--- config.mk ---
export PLATFORM = sky130hd
export DESIGN_NAME = clmul_unit
export DESIGN_NICKNAME = d
export VERILOG_FILES = /design/src/rtl/clmul_unit.sv
export SDC_FILE = /design/constraint.sdc
export NUM_CORES = 1
export LEC_CHECK = 0
export ABC_AREA = 1
export CAP_MARGIN = 20
export CORE_MARGIN = 2
export CORE_UTILIZATION = 30
export DETAILED_ROUTE_END_ITERATION = 12
export PLACE_DENSITY_LB_ADDON = 0.1
export SETUP_SLACK_MARGIN = 0.15
export SYNTH_ARGS = -nofsm -noshare
export SYNTH_HDL_FRONTEND = slang
export SYNTH_SLANG_ARGS = --single-unit
--- constraint.sdc ---
create_clock -name clk -period 2.11 [get_ports clk]
set_input_delay 0.211 -clock clk [delete_from_list [all_inputs] [get_ports clk]]
set_output_delay 0.211 -clock clk [all_outputs]
set_load 0.01 [all_outputs]
--- src/rtl/clmul_unit.sv ---
// Multi-cycle carry-less multiplier (clmul/clmulh/clmulr), BITS_PER_CYCLE bits per iteration.
// Optional `CLMUL_EARLY_OUT_EN ends RUN once the remaining multiplier bits are all zero.
module clmul_unit #(
  parameter int XLEN           = 32,
  parameter int BITS_PER_CYCLE = 8
) (
  input  logic            clk,
  input  logic            reset,
  input  logic            in_valid,
  output logic            in_ready,
  input  logic [1:0]      op,
  input  logic [XLEN-1:0] a,
  input  logic [XLEN-1:0] b,
  input  logic            stall,
  input  logic            flush,
  output logic            out_valid,
  input  logic            out_ready,
  output logic [XLEN-1:0] result,
  output logic            busy
);

  localparam int N  = XLEN / BITS_PER_CYCLE;
  localparam int CW = $clog2(N + 1);

  typedef enum logic [1:0] {
    S_IDLE,
    S_RUN,
    S_DONE
  } state_t;

  state_t              r_state;
  logic [2*XLEN-1:0]   r_acc;
  logic [2*XLEN-1:0]   r_a;
  logic [XLEN-1:0]     r_b;
  logic [1:0]          r_op;
  logic [CW-1:0]       r_cnt;
  logic [XLEN-1:0]     r_result;
  logic                r_out_valid;

  logic [2*XLEN-1:0]   w_acc_nxt;
  logic [XLEN-1:0]     w_b_nxt;
  logic [XLEN-1:0]     w_slice;
  logic                w_last;
  logic                w_accept;

  assign in_ready  = !stall && !flush &&
                     ((r_state == S_IDLE) ||
                      ((r_state == S_DONE) && out_ready));
  assign w_accept  = in_valid && in_ready;
  assign busy      = (r_state != S_IDLE);
  assign out_valid = r_out_valid;
  assign result    = r_result;

  always_comb begin
    w_acc_nxt = r_acc;
    for (int j = 0; j < BITS_PER_CYCLE; j++) begin
      if (r_b[j]) w_acc_nxt = w_acc_nxt ^ (r_a << j);
    end
  end

  assign w_b_nxt = r_b >> BITS_PER_CYCLE;

`ifdef CLMUL_EARLY_OUT_EN
  assign w_last = (r_cnt == CW'(1)) || (w_b_nxt == '0);
`else
  assign w_last = (r_cnt == CW'(1));
`endif

  // Reserved op 11 falls through to the low-half slice.
  always_comb begin
    unique case (r_op)
      2'b01:   w_slice = w_acc_nxt[2*XLEN-1:XLEN];
      2'b10:   w_slice = w_acc_nxt[2*XLEN-2:XLEN-1];
      default: w_slice = w_acc_nxt[XLEN-1:0];
    endcase
  end

  always_ff @(posedge clk) begin
    if (reset) begin
      r_state     <= S_IDLE;
      r_acc       <= '0;
      r_a         <= '0;
      r_b         <= '0;
      r_op        <= '0;
      r_cnt       <= '0;
      r_result    <= '0;
      r_out_valid <= 1'b0;
    end else if (flush) begin
      r_state     <= S_IDLE;
      r_out_valid <= 1'b0;
    end else if (!stall) begin
      unique case (r_state)
        S_IDLE: ;
        S_RUN: begin
          r_acc <= w_acc_nxt;
          r_a   <= r_a << BITS_PER_CYCLE;
          r_b   <= w_b_nxt;
          r_cnt <= r_cnt - CW'(1);
          if (w_last) begin
            r_result    <= w_slice;
            r_out_valid <= 1'b1;
            r_state     <= S_DONE;
          end
        end
        S_DONE: begin
          if (out_ready) begin
            r_out_valid <= 1'b0;
            r_state     <= S_IDLE;
          end
        end
        default: r_state <= S_IDLE;
      endcase
      // Accept overrides the DONE->IDLE move for back-to-back issue.
      if (w_accept) begin
        r_acc   <= '0;
        r_a     <= {{XLEN{1'b0}}, a};
        r_b     <= b;
        r_op    <= op;
        r_cnt   <= CW'(N);
        r_state <= S_RUN;
      end
    end
  end

endmodule
==> flow_metrics.tcl <==
set metrics [dict create \
    outcome "completed" \
    cts.clk_slew.worst_paths_ps 90 \
    grt_max_degree 51 \
    synth_top_area_share_pct 36.88 \
    synth_top_area_cell "nand2_1" \
    ant_nets 0 \
    initial_core_util_pct 30.20 \
    antennaDiodeCount 0 \
    critPathTopFamily "simple AND/OR/NAND/NOR gates" \
    synth_cell_types 32 \
    worst-setup-path-type "reg -> reg" \
    core_um2 60020 \
    finalHoldViolCount 0 \
    worstMarginPinSlew_ps 483.5 \
    worst_path_max_delay_cell "dfxtp_4" \
    hold_class "in -> reg" \
    min_period_over_period_pct 92.59 \
    postSynthCellCount 3464 \
    rsz0062_at_grt "yes" \
    synth-seq-cells 200 \
    post-route-drc-count 0 \
    arrival_ps 2360 \
    yosys.area_share.simple_pct 51.07 \
    start_kind "flop" \
    multi_input_area_um2 12370 \
    dieArea_um2 62410 \
    dr.pass1.iters 7 \
    path_buf_inv 4 \
    clock_latency_ps 530 \
    worstPathMaxFanout 8 \
    worst_path_largest_cell_delay_ps 400 \
    synth-edff-count 0 \
    maxCapViolCount 0 \
    dp_hpwl_um 47060 \
    final_common_cell "nand2_1" \
    drive_gt1_share_pct 15.03 \
    holdBufCountCts 0 \
    syn_to_final_growth_pct 29.98 \
    grt_pass1_vias 18275 \
    grt.overflow.total 0 \
    wire_per_inst_um 16.04 \
    ys.flop_type "dfxtp_1" \
    synth-warning-count 0 \
    fin_hold_ws_ps 42.07 \
    setup_tns_ps 0 \
    cts_buffers 17 \
    required_ps 2520 \
    p_leak_nw 11.58 \
    ios 107 \
    slew_headroom_pct 67.72 \
    cp_cell_sequence "buf_12 -> buf_12 -> clkbuf_16 -> nand3_1 -> nand2_1 -> nand2_1 -> nand2_2 -> inv_1 -> nand2_1 -> nand2_1 -> nand2_1 -> nand2_2 -> nand2_2 -> nand3_2 -> nand2_2 -> a21oi_2" \
    grt_first_pass_wirelength_um 104100 \
    cts_htree_levels 4 \
    synth.area.mux_share_pct 0 \
    p_per_area_nw_per_um2 382.1 \
    vias_per_cell 4.685 \
    clkSinkCount 200 \
    synth_compound_area_share_pct 7.061 \
    yosys-top-cells-area "nand2_1 37%, dfxtp_1 22%, nand3_1 13%, inv_1 8.7%, a21oi_1 3.7%" \
    die_width_um 249.8 \
    ctsRootBufferMaster "clkbuf_16" \
    syn_area_um2 18130 \
    cpMostUsedCell "nand2_1" \
    cp-end-kind "flop" \
    synth_fa_ha_area_share_pct 0.2761 \
    placed_cell_area_um2 21160 \
    num_vias 20651 \
    track_usage_pct 21.32 \
    setup_violations 0 \
    synth_xor_area_share_pct 5.508 \
    cts.path.max_buffers 2 \
    slew_viol_final 0 \
    drt_iter0_drc 1520 \
    filler_cell_count 6651 \
    finalClockSkew_ps 18.34 \
    numPortBuffers 106 \
    min_period_ps 1954 \
    cts_tree "built" \
    yosysSeqAreaShare_pct 22.09 \
    antenna_found_initial 0 \
    fmax_mhz 511.9 \
    num-nets-final 3689 \
    async_flop_share_pct 0 \
    gp_congestion 0.8117 \
    chipHeight_um 249.8 \
    synth_top_family_by_area "simple AND/OR/NAND/NOR gates" \
    postLayoutCellArea_um2 23560 \
    layout_common_cells "1,665 x nand2_1, 406 x inv_1, 396 x nand3_1" \
    synth.net_count 3540 \
    totalWireLength_um 70710 \
    ir_worst_vdd_v 0.0007074 \
    avgSynthCellArea_um2 5.233 \
    rows 90 \
    regArea_um2 4036 \
]
final cells by class:
class                           count  area share, %
Multi-Input combinational cell   2629          52.51
Sequential cell                   200          17.13
Timing Repair Buffer              341          16.74
Inverter                          424          6.797
Tap cell                          782          4.153
Clock buffer                       17          1.806
Clock inverter                     15         0.8656
worst paths after layout:
check,start,end,slack [ps],depth (start not counted)
worst max-delay path,r_b[1]$_SDFFE_PP0P_,result[30]$_SDFFE_PP0P_,160,16
worst min-delay path,reset,r_acc[41]$_SDFFE_PP0P_,40,2
worst min register to register,r_b[25]$_SDFFE_PP0P_,r_b[25]$_SDFFE_PP0P_,460,2
worst max register to register,r_b[1]$_SDFFE_PP0P_,result[30]$_SDFFE_PP0P_,160,16
timing repair:
item / CTS / global route
gates resized for setup: 7 / 249
hold endpoints to repair: 0 / 0
setup endpoints to repair: 15 / 35
pin swaps: 0 / 73
setup buffers: 2 / 41
gates cloned: 4 / 18
layer usage:
metal | global-route usage (%) | wire length [um]
met1 | 28.80 | 33600
met2 | 35.99 | 33370
met3 | 2.201 | 2486
met4 | 5.714 | 1256
met5 | 0 | 0
Yosys cell counts, drive strengths merged, types with 2 or more instances:
cell and n:
nand2 1803, nand3 463, inv 421, dfxtp 200
a21oi 156, buf 112, clkbuf 99, xnor2 67
a31oi 49, xor2 47, nor2 14, o21ai 12
ha 4, clkinv 3, nand4 3, a21o 2
a2bb2oi 2, nand3b 2, or2 2
kinds of logic (layout without fill, tap and decap cells):
kind of cell             count (synthesis)  after routing
XOR/XNOR                               114            114
buffers and inverters                  635            797
flip-flops                             200            200
AND/OR/NAND/NOR                       2288           2288
AO/OA/AOI/OAI                          223            223
adder cells (fa/ha/maj)                  4              4
stage by stage:
step	setup slack, ps	utilization [%]	instances	total power, mW
6_report	156.3	39.26	4408	9.002
3_5_place_dp	47.53	35.25	4312	5.138
3_3_place_gp	60.27	35.25	4312	5.145
4_1_cts	114.4	36.60	4350	8.911
2_1_floorplan	390.1	-	3464	4.483
5_1_grt	6.370	39.26	4408	9.300
flip-flops by register name (all words and copies together) (netlist names):
| signal | count |
|---|---|
| r_state | 2 |
| out_valid | 1 |
| result | 32 |
| r_b | 32 |
| r_a | 64 |
| r_acc | 64 |
| r_cnt | 3 |
| r_op | 2 |
report_power, final:
part	leakage, nW	internal, mW	switching, mW
Clock	0.305	1.65	2.07
Sequential	1.62	3.82	0.0630
Combinational	9.65	0.582	0.822
Total	11.6	6.05	2.95
No activity file was read; power rests on OpenSTA's default activity.
